File: config.mk
export PLATFORM = sky130hd
export DESIGN_NAME = hw2_clockgate_core
export DESIGN_NICKNAME = d
export VERILOG_FILES = /design/src/rtl/hw2_clockgate_core.sv
export SDC_FILE = /design/constraint.sdc
export NUM_CORES = 1
export LEC_CHECK = 0
export ABC_AREA = 1
export BUFFER_PORTS_ARGS = -buffer_cell sky130_fd_sc_hd__buf_2
export CORE_MARGIN = 10
export CORE_UTILIZATION = 56
export DETAILED_ROUTE_END_ITERATION = 8
export HOLD_SLACK_MARGIN = 0.15
export PLACE_DENSITY = 0.77
export SLEW_MARGIN = 20
export SYNTH_ARGS = -nofsm -noshare
export SYNTH_HDL_FRONTEND = slang
export SYNTH_SLANG_ARGS = --single-unit
File: constraint.sdc
create_clock -name clk -period 5 [get_ports clk]
set_clock_uncertainty 0.05 [all_clocks]
set_input_delay 0 -clock clk [delete_from_list [all_inputs] [get_ports clk]]
set_output_delay 0 -clock clk [all_outputs]
set_load 0.01 [all_outputs]
File: src/rtl/hw2_clockgate_core.sv
// Two-stage clock-gated datapath computing d = (a +/- b) * c, low 16 bits.
// Operand and product registers sit behind latch-based ICGs that close when c is zero.
module hw2_clockgate_core (
  input  logic        clk,
  input  logic        reset,
  input  logic [7:0]  a,
  input  logic [7:0]  b,
  input  logic [7:0]  c,
  input  logic        s,
  output logic [15:0] d
);

  // Add is a zero-extended 9-bit sum; subtract is a sign-extended 9-bit difference.
  function automatic logic signed [15:0] ext_op(input logic [7:0] x, input logic [7:0] y,
                                                input logic sel);
    logic [8:0] sum9;
    logic [8:0] dif9;
    sum9 = {1'b0, x} + {1'b0, y};
    dif9 = {1'b0, x} - {1'b0, y};
    ext_op = sel ? $signed({7'd0, sum9}) : $signed({{7{dif9[8]}}, dif9});
  endfunction

  function automatic logic [15:0] trunc16(input logic signed [31:0] v);
    trunc16 = v[15:0];
  endfunction

  logic        en1;
  logic        en2;
  logic        en1_lat;
  logic        en2_lat;
  logic        gclk1;
  logic        gclk2;

  logic [7:0]  a_p1;
  logic [7:0]  b_p1;
  logic        s_p1;
  logic [7:0]  c_p1;
  logic        zero_p1;

  logic signed [15:0] op_p1;
  logic signed [15:0] cx_p1;
  logic signed [31:0] prod_p1;

  logic [15:0] p_p2;
  logic        zero_p2;

  assign en1 = (c != 8'd0);
  assign en2 = !zero_p1;

  // Enables pass only while clk is low, so gclk cannot glitch during the high phase.
  always_latch begin
    if (!reset) begin
      en1_lat <= 1'b0;
      en2_lat <= 1'b0;
    end else if (!clk) begin
      en1_lat <= en1;
      en2_lat <= en2;
    end
  end

  assign gclk1 = clk & en1_lat;
  assign gclk2 = clk & en2_lat;

  // ---- stage 1: operand capture ----
  always_ff @(posedge clk or negedge reset) begin
    if (!reset) begin
      c_p1    <= 8'd0;
      zero_p1 <= 1'b0;
    end else begin
      c_p1    <= c;
      zero_p1 <= (c == 8'd0);
    end
  end

  always_ff @(posedge gclk1 or negedge reset) begin
    if (!reset) begin
      a_p1 <= 8'd0;
      b_p1 <= 8'd0;
      s_p1 <= 1'b0;
    end else begin
      a_p1 <= a;
      b_p1 <= b;
      s_p1 <= s;
    end
  end

  always_comb begin
    op_p1   = ext_op(a_p1, b_p1, s_p1);
    cx_p1   = $signed({8'd0, c_p1});
    prod_p1 = op_p1 * cx_p1;
  end

  // ---- stage 2: product register ----
  always_ff @(posedge clk or negedge reset) begin
    if (!reset) begin
      zero_p2 <= 1'b0;
    end else begin
      zero_p2 <= zero_p1;
    end
  end

  always_ff @(posedge gclk2 or negedge reset) begin
    if (!reset) begin
      p_p2 <= 16'd0;
    end else begin
      p_p2 <= trunc16(prod_p1);
    end
  end

  // A stale p_p2 is masked whenever the gated stage skipped an update.
  assign d = zero_p2 ? 16'h0000 : p_p2;

endmodule

==> results of run 1 <==
## through the flow
step           instances  worst slack, ns  hold WS, ns  setup TNS [ns]
6_report             970           -0.411        0.254           -2.64
5_1_grt              969           -0.608        0.232           -4.22
4_1_cts              954          -0.0331        0.227         -0.0519
3_5_place_dp         834           -0.348        -2.11           -2.05
3_3_place_gp         834           -0.227        -2.13           -1.08
2_1_floorplan        638          0.00714        -2.55               0
## flip-flops by register name, summed over array words and instances (netlist names)
name,count
p_p2,16
zero_p1,1
s_p1,1
b_p1,8
a_p1,8
zero_p2,1
en2_lat,1
c_p1,8
en1_lat,1
## layer usage
layer / share of wire / vias up
li1: - / 2304
met1: 0.33 / 2496
met2: 0.50 / 408
met3: 0.091 / 163
met4: 0.086 / 0
met5: 0 / -
## cell type report
cell class	instances	area, µm²
diodes	2	5.00
clock inverters	36	155
well taps	108	135
repair buffers	177	1410
flip-flops and latches	45	1110
fillers	400	1210
clock buffers	19	262
inverters	183	697
multi-input cells	400	3730
## worst max-delay path by stage
stage / to / from / slack [ns]
detailed placement: p_p2[15]$_DFF_PN0_ / a_p1[0]$_DFF_PN0_ / -0.35
CTS: p_p2[12]$_DFF_PN0_ / b_p1[0]$_DFF_PN0_ / -0.03
global placement: p_p2[15]$_DFF_PN0_ / a_p1[0]$_DFF_PN0_ / -0.23
finish: p_p2[15]$_DFF_PN0_ / a_p1[0]$_DFF_PN0_ / -0.41
floorplan: p_p2[12]$_DFF_PN0_ / a_p1[0]$_DFF_PN0_ / 0.007
global route: p_p2[15]$_DFF_PN0_ / a_p1[0]$_DFF_PN0_ / -0.61
## cells by family after synthesis
family / share of synthesized area
flip-flops: 0.214
XOR/XNOR: 0.0312
adder cells (fa/ha/maj): 0.353
AND/OR/NAND/NOR: 0.198
latches: 0.00599
buffers and inverters: 0.149
AO/OA/AOI/OAI: 0.0494
## what timing repair did
| item | in CTS | in global routing |
|---|---|---|
| endpoints found under the hold margin | 72 | 0 |
| endpoints found under the setup margin | 9 | 11 |
| pin swaps | 60 | 46 |
| hold buffers | 55 | 0 |
| gates resized for setup | 80 | 74 |
| setup buffers | 12 | 15 |
## power by group
part | total [mW] | internal, mW | switching (mW)
Clock | 0.526 | 0.308 | 0.218
Combinational | 5.19 | 2.39 | 2.81
Sequential | 0.340 | 0.315 | 0.0252
## worst register-to-register path, delay by kind of cell (launching register included)
family | cells | cell delay, ns
AOI/OAI and AO/OA | 4 | 0.50
xor gates and xnor gates | 1 | 0.19
and+or+nand+nor | 9 | 0.81
buffers and inverters | 8 | 0.56
adders and majority gates | 7 | 2.83
DFF | 1 | 0.36
## placed cells by master (no fill, tap or decap), types with 3 or more instances in the layout
| cell | count |
|---|---|
| sky130_fd_sc_hd__inv_1 | 181 |
| sky130_fd_sc_hd__nand2_1 | 93 |
| sky130_fd_sc_hd__buf_4 | 66 |
| sky130_fd_sc_hd__nor2_1 | 65 |
| sky130_fd_sc_hd__dlygate4sd3_1 | 55 |
| sky130_fd_sc_hd__fa_1 | 52 |
| sky130_fd_sc_hd__dfrtp_1 | 42 |
| sky130_fd_sc_hd__buf_2 | 42 |
| sky130_fd_sc_hd__inv_2 | 30 |
| sky130_fd_sc_hd__ha_1 | 30 |
| sky130_fd_sc_hd__clkbuf_8 | 19 |
| sky130_fd_sc_hd__nand2_2 | 18 |
| sky130_fd_sc_hd__nand3_1 | 17 |
| sky130_fd_sc_hd__buf_6 | 14 |
| sky130_fd_sc_hd__ha_4 | 13 |
| sky130_fd_sc_hd__nand3_2 | 10 |
| sky130_fd_sc_hd__xor2_1 | 10 |
| sky130_fd_sc_hd__nor2_2 | 9 |
| sky130_fd_sc_hd__a21oi_2 | 7 |
| sky130_fd_sc_hd__fa_2 | 7 |
| sky130_fd_sc_hd__a21oi_1 | 6 |
| sky130_fd_sc_hd__nand2_4 | 6 |
| sky130_fd_sc_hd__a21oi_4 | 5 |
| sky130_fd_sc_hd__inv_4 | 4 |
| sky130_fd_sc_hd__o21ai_0 | 4 |
| sky130_fd_sc_hd__o21ai_2 | 4 |
| sky130_fd_sc_hd__nor2_4 | 4 |
| sky130_fd_sc_hd__xnor2_1 | 4 |
| sky130_fd_sc_hd__ha_2 | 4 |
| sky130_fd_sc_hd__a31oi_1 | 3 |
| sky130_fd_sc_hd__o21ai_1 | 3 |
| sky130_fd_sc_hd__xor2_2 | 3 |
| sky130_fd_sc_hd__o21ai_4 | 3 |
==> impl_metrics.py, run 1 <==
metrics = {
    "outcome": {
        "outcome": "finished with violations",
        "violated_checks": "negative setup slack",
    },
    "logic_synthesis": {
        "synth.ff_latch_count": 45,
        "synth.lib_cells_used.distinct": 37,
        "netlist_top_cells_area": "sky130_fd_sc_hd__fa_1 24%, sky130_fd_sc_hd__dfrtp_1 21%, sky130_fd_sc_hd__inv_1 13%",
        "post_synth_edffs": 0,
        "async_reset_ff_frac": 0.956,
        "synthCells": 638,
        "yosys_most_used_dff": "sky130_fd_sc_hd__dfrtp_1",
        "average_size_of_a_mapped_cell_um2": 7.86,
        "yosys.area.top_type_share": 0.235,
        "synth.largest_area_cell": "sky130_fd_sc_hd__fa_1",
        "top_count_cell_post_synth": "sky130_fd_sc_hd__inv_1",
        "synthesis.nets": 771,
        "syn_area_um2": 5020,
        "yosysWarningCount": 0,
        "synth_common_cells": "175 x sky130_fd_sc_hd__inv_1, 108 x sky130_fd_sc_hd__nand2_1, 75 x sky130_fd_sc_hd__nor2_1",
    },
    "layout": {
        "design.final.nets": 991,
        "final_core_utilization": 0.861,
        "final_layout_size_suffix_gt1_frac": 0.329,
        "final_area_um2": 7510,
        "area_delta_synth_final_pct": 49.7,
    },
    "grt": {
        "first_global_vias": 5642,
        "grt_start_max_net_pins": 45,
        "grt.overflow.total": 0,
        "antenna_violations_before_repair": 2,
        "first_pass_grt_wire_length_um": 27200,
        "globalRouteMet2Util": 0.443,
        "busiest_layer": "met2",
        "met3_track_demand_over_resource_in_global_routing": 0.102,
        "groute.layer.met1.usage": 0.272,
        "grt.total_usage": 0.267,
    },
    "worst_setup_path": {
        "criticalPathCategory": "flip-flop to flip-flop",
        "arrival_ns": 5.89,
        "reg2reg_from": "a_p1[0]$_DFF_PN0_",
        "critical_path.max_fanout": 5,
        "timing.critical_path.slowest_stage_cell": "sky130_fd_sc_hd__fa_1",
        "r2r_slack_ns": -0.41,
        "wp_data_required_ns": 5.48,
        "worst_path_dominant_cell_family": "adder cells",
        "crit_buf_inv": 8,
        "regToRegEndpoint": "p_p2[15]$_DFF_PN0_",
        "reg2reg_depth": 29,
        "cp_slowest_stage_delay_ns": 0.54,
        "worstSetupStartpointType": "flip-flop",
        "worst_setup_path_end_kind": "flip-flop",
        "count_of_cell_instances_traversed_by_the_critical_path": 29,
    },
    "floorplan": {
        "floorplan.core_area_um2": 8720,
        "area_enclosed_by_the_die_boundary_um2": 13100,
        "die_w_um": 115,
        "starting_utilization_of_the_core_area": 0.575,
        "top_level_ports": 43,
        "fp-row-count": 34,
        "die_height_um": 115,
    },
    "worst_hold_path": {
        "min_delay_worst_endpoint": "zero_p1$_DFF_PN0_",
        "worstHoldPathType": "input port to flip-flop",
        "hold_depth": 4,
        "holdCritStartpoint": "c[3]",
    },
    "drt": {
        "route.vias.total": 5371,
        "drt-pass1-iter-count": 5,
        "first_iteration_detailed_routing_drc_count": 544,
        "post_drt_wl_per_cell_um": 19.3,
        "wirelength_um": 18800,
        "vias_per_cell": 5.54,
        "drt.antenna.violating_nets": 0,
        "drcViolationCount": 0,
    },
    "job": {
        "maxCapViolations": 0,
    },
    "timing": {
        "finalHoldViolations": 0,
        "layout_setup_ws_ns": -0.411,
        "final-setup-viol-count": 9,
        "grt_setup_unrepaired": "yes",
        "achievable-frequency_mhz": 185,
        "timing.final.max_slew_violations": 0,
        "worstMarginPinSlew_ns": 0.660,
        "post-route-min-period_ns": 5.41,
        "min_period_over_period": 1.08,
        "max_slew_margin": 0.560,
    },
    "pwr": {
        "total_power_mw": 6.06,
        "power.density_cell_area_nw_per_um2": 807,
        "leakagePower_nw": 4.21,
        "max-vdd-ir-drop_v": 0.000692,
    },
    "place": {
        "dpl-instance-area_um2": 5750,
        "io_buffers": 42,
        "post-dp-hpwl_um": 9680,
        "gp_routability_congestion": 0.937,
    },
    "clock_tree": {
        "cts_clk_pin_slew_worst_paths_ns": 0.05,
        "worst_skew_pair.late_latency_ns": 0.76,
        "tritoncts": "built",
    },
}
No activity file was read; power rests on OpenSTA's default activity.
==> run 2, diff against run 1 <==
--- a/config.mk
+++ b/config.mk
@@ -8,10 +8,10 @@
 export ABC_AREA = 1
 export BUFFER_PORTS_ARGS = -buffer_cell sky130_fd_sc_hd__buf_2
 export CORE_MARGIN = 10
-export CORE_UTILIZATION = 56
+export CORE_UTILIZATION = 62
 export DETAILED_ROUTE_END_ITERATION = 8
 export HOLD_SLACK_MARGIN = 0.15
-export PLACE_DENSITY = 0.77
+export PLACE_DENSITY = 0.8
 export SLEW_MARGIN = 20
 export SYNTH_ARGS = -nofsm -noshare
 export SYNTH_HDL_FRONTEND = slang
==> constraint.sdc (replaced) <==
create_clock -name clk -period 5.6 [get_ports clk]
set_clock_uncertainty 0.05 [all_clocks]
set_input_delay 0 -clock clk [delete_from_list [all_inputs] [get_ports clk]]
set_output_delay 0 -clock clk [all_outputs]
set_load 0.01 [all_outputs]
==> run 2 against run 1 <==
  * The flow now finishes without violations
  * Hold slack better by 0.037 ns
  * Register-to-register slack improved by 0.50 ns
  * Maximum frequency shrank 1.8%
  * Utilization is 0.73 points lower
  * Combinational power down 46%
  * Cell count down 7.4%
  * Via count fell by 7.2%
  * Critical path depth down 2
  * Clock-buffer cell count fell by 1
  * Largest cell class unchanged
==> impl_metrics.py, run 2 (synthesized netlist as in run 1, its figures left out) <==
metrics = {
    "outcome": {
        "outcome": "finished clean",
    },
    "worst_setup_path": {
        "timing.critical_path.slowest_stage_cell": "sky130_fd_sc_hd__fa_1",
        "worst_path_dominant_cell_family": "adder cells",
        "timing.critical_path.mode_cell": "sky130_fd_sc_hd__inv_1",
        "worst_setup_path_end_kind": "flip-flop",
        "worstSetupStartpointType": "flip-flop",
        "critical_path.max_fanout": 4,
        "cp_slowest_stage_delay_ns": 0.56,
        "count_of_cell_instances_traversed_by_the_critical_path": 27,
        "wp_data_required_ns": 6.07,
        "arrival_ns": 5.98,
        "crit_buf_inv": 8,
        "criticalPathCategory": "flip-flop to flip-flop",
        "reg2reg_depth": 27,
    },
    "drt": {
        "route.vias.total": 4984,
        "drt-pass1-iter-count": 6,
        "wirelength_um": 15900,
        "vias_per_cell": 5.55,
        "drcViolationCount": 0,
        "drt.antenna.violating_nets": 0,
        "first_iteration_detailed_routing_drc_count": 440,
        "post_drt_wl_per_cell_um": 17.7,
    },
    "place": {
        "gp_routability_congestion": 0.932,
        "post-dp-hpwl_um": 8820,
        "io_buffers": 42,
        "placedCellCount": 776,
    },
    "timing": {
        "finalHoldViolations": 0,
        "timing.final.max_slew_violations": 0,
        "post-route-min-period_ns": 5.51,
        "achievable-frequency_mhz": 181,
        "timing.hold.ws_ns": 0.291,
        "final-setup-viol-count": 0,
        "totalNegativeSetupSlack_ns": 0,
        "worstMarginPinSlew_ns": 0.614,
        "max_slew_margin": 0.591,
        "min_period_over_period": 0.984,
    },
    "clock_tree": {
        "worst_skew_pair.late_latency_ns": 0.69,
        "cts_clk_pin_slew_worst_paths_ns": 0.05,
        "tritoncts": "built",
    },
    "floorplan": {
        "area_enclosed_by_the_die_boundary_um2": 12100,
        "top_level_ports": 43,
        "floorplan.core_area_um2": 7810,
        "die_height_um": 110,
        "fp-row-count": 32,
        "starting_utilization_of_the_core_area": 0.643,
        "die_w_um": 110,
    },
    "layout": {
        "final_core_utilization": 0.854,
        "area_delta_synth_final_pct": 32.8,
        "most-common-layout-cells": "203 x sky130_fd_sc_hd__inv_1, 105 x sky130_fd_sc_hd__nand2_1, 74 x sky130_fd_sc_hd__nor2_1",
        "regMostFlops": "p_p2",
        "finish.cell_count_without_fillers": 898,
        "layout_commonest_cell": "sky130_fd_sc_hd__inv_1",
        "final_layout_size_suffix_gt1_frac": 0.174,
        "design.final.nets": 926,
        "final.fill_count": 419,
        "largest_register_ffs": 16,
    },
    "grt": {
        "grt.total_usage": 0.266,
        "grt_start_max_net_pins": 45,
        "grt.overflow.total": 0,
        "first_pass_grt_wire_length_um": 24800,
        "antenna_violations_before_repair": 1,
        "first_global_vias": 5260,
    },
    "pwr": {
        "total_power_mw": 3.54,
        "max-vdd-ir-drop_v": 0.000512,
        "power.density_cell_area_nw_per_um2": 531,
        "leakagePower_nw": 3.84,
    },
    "worst_hold_path": {
        "worstHoldPathType": "input port to flip-flop",
        "hold_depth": 4,
    },
    "job": {
        "maxCapViolations": 0,
    },
}
## run 2: final timing paths
kind                                       to  slack [ns]                from
setup / recovery           p_p2[15]$_DFF_PN0_        0.09   b_p1[0]$_DFF_PN0_
hold / removal              zero_p1$_DFF_PN0_        0.29                c[5]
setup reg to reg           p_p2[15]$_DFF_PN0_        0.09   b_p1[0]$_DFF_PN0_
hold reg to reg             zero_p2$_DFF_PN0_        0.37   zero_p1$_DFF_PN0_
max in group gated                 clock gate        1.90               reset
max in group asynchronous   c_p1[0]$_DFF_PN0_        2.42               reset
min in group gated                 clock gate        0.53  en1_lat$_DLATCH_P_
min in group asynchronous   b_p1[2]$_DFF_PN0_        2.73               reset
## run 2: where the power goes
| part | internal, mW | switching, mW |
|---|---|---|
| clock | 0.281 | 0.172 |
| sequential | 0.281 | 0.0227 |
| combinational | 1.16 | 1.62 |
| total | 1.72 | 1.81 |
## run 2: routing by layer
layer  wire [µm]  up-vias  share of wire  GRT usage
met5           0        -              0          0
met1        5480     2309           0.35      0.288
met2        7600      372           0.48      0.428
li1            -     2172              -          -
met4        1110        0          0.070      0.194
met3        1680      131           0.11     0.0907
## run 2: repair_timing
item	CTS	global route
hold endpoints to repair	72	0
hold buffers	59	0
endpoints found under the setup margin	1	8
pin swaps	0	7
setup buffers	0	9
gates resized for setup	1	42
## run 2: final cells by class
type	instances	area [µm²]	area share
multi-input combinational	400	3360	0.504
sequential	45	1110	0.166
timing repair buffer	112	953	0.143
inverter	183	692	0.104
clock buffer	18	248	0.0372
clock inverter	36	176	0.0265
tap	102	128	0.0191
antenna	2	5.00	0.000751
## run 2: worst register-to-register path, cell delays in order, from the launching register on
cell and delay, ns:
sky130_fd_sc_hd__dfrtp_1 0.39, sky130_fd_sc_hd__ha_2 0.20, sky130_fd_sc_hd__inv_1 0.07, sky130_fd_sc_hd__fa_2 0.36, sky130_fd_sc_hd__inv_1 0.08, sky130_fd_sc_hd__nand2_2 0.07, sky130_fd_sc_hd__nand2_2 0.07, sky130_fd_sc_hd__and2_4 0.16
sky130_fd_sc_hd__nand2_1 0.09, sky130_fd_sc_hd__o21ai_4 0.14, sky130_fd_sc_hd__xor2_4 0.11, sky130_fd_sc_hd__buf_4 0.15, sky130_fd_sc_hd__inv_2 0.10, sky130_fd_sc_hd__nand2_1 0.11, sky130_fd_sc_hd__fa_1 0.56, sky130_fd_sc_hd__inv_1 0.06
sky130_fd_sc_hd__fa_1 0.47, sky130_fd_sc_hd__ha_1 0.30, sky130_fd_sc_hd__inv_1 0.06, sky130_fd_sc_hd__fa_1 0.54, sky130_fd_sc_hd__inv_1 0.04, sky130_fd_sc_hd__ha_1 0.35, sky130_fd_sc_hd__a21oi_1 0.22, sky130_fd_sc_hd__o21ai_1 0.20
sky130_fd_sc_hd__a31oi_2 0.23, sky130_fd_sc_hd__inv_1 0.07, sky130_fd_sc_hd__nand2_1 0.07, sky130_fd_sc_hd__nand2_1 0.04
## run 2: through the flow
stage | setup WS, ns | instance area [µm²]
after floorplan | 0.547 | 5020
after global routing | -0.138 | 6660
after CTS | 0.0193 | 6400
after detailed placement | 0.00751 | 5320
after global placement | 0.165 | 5320
final | 0.0889 | 6670
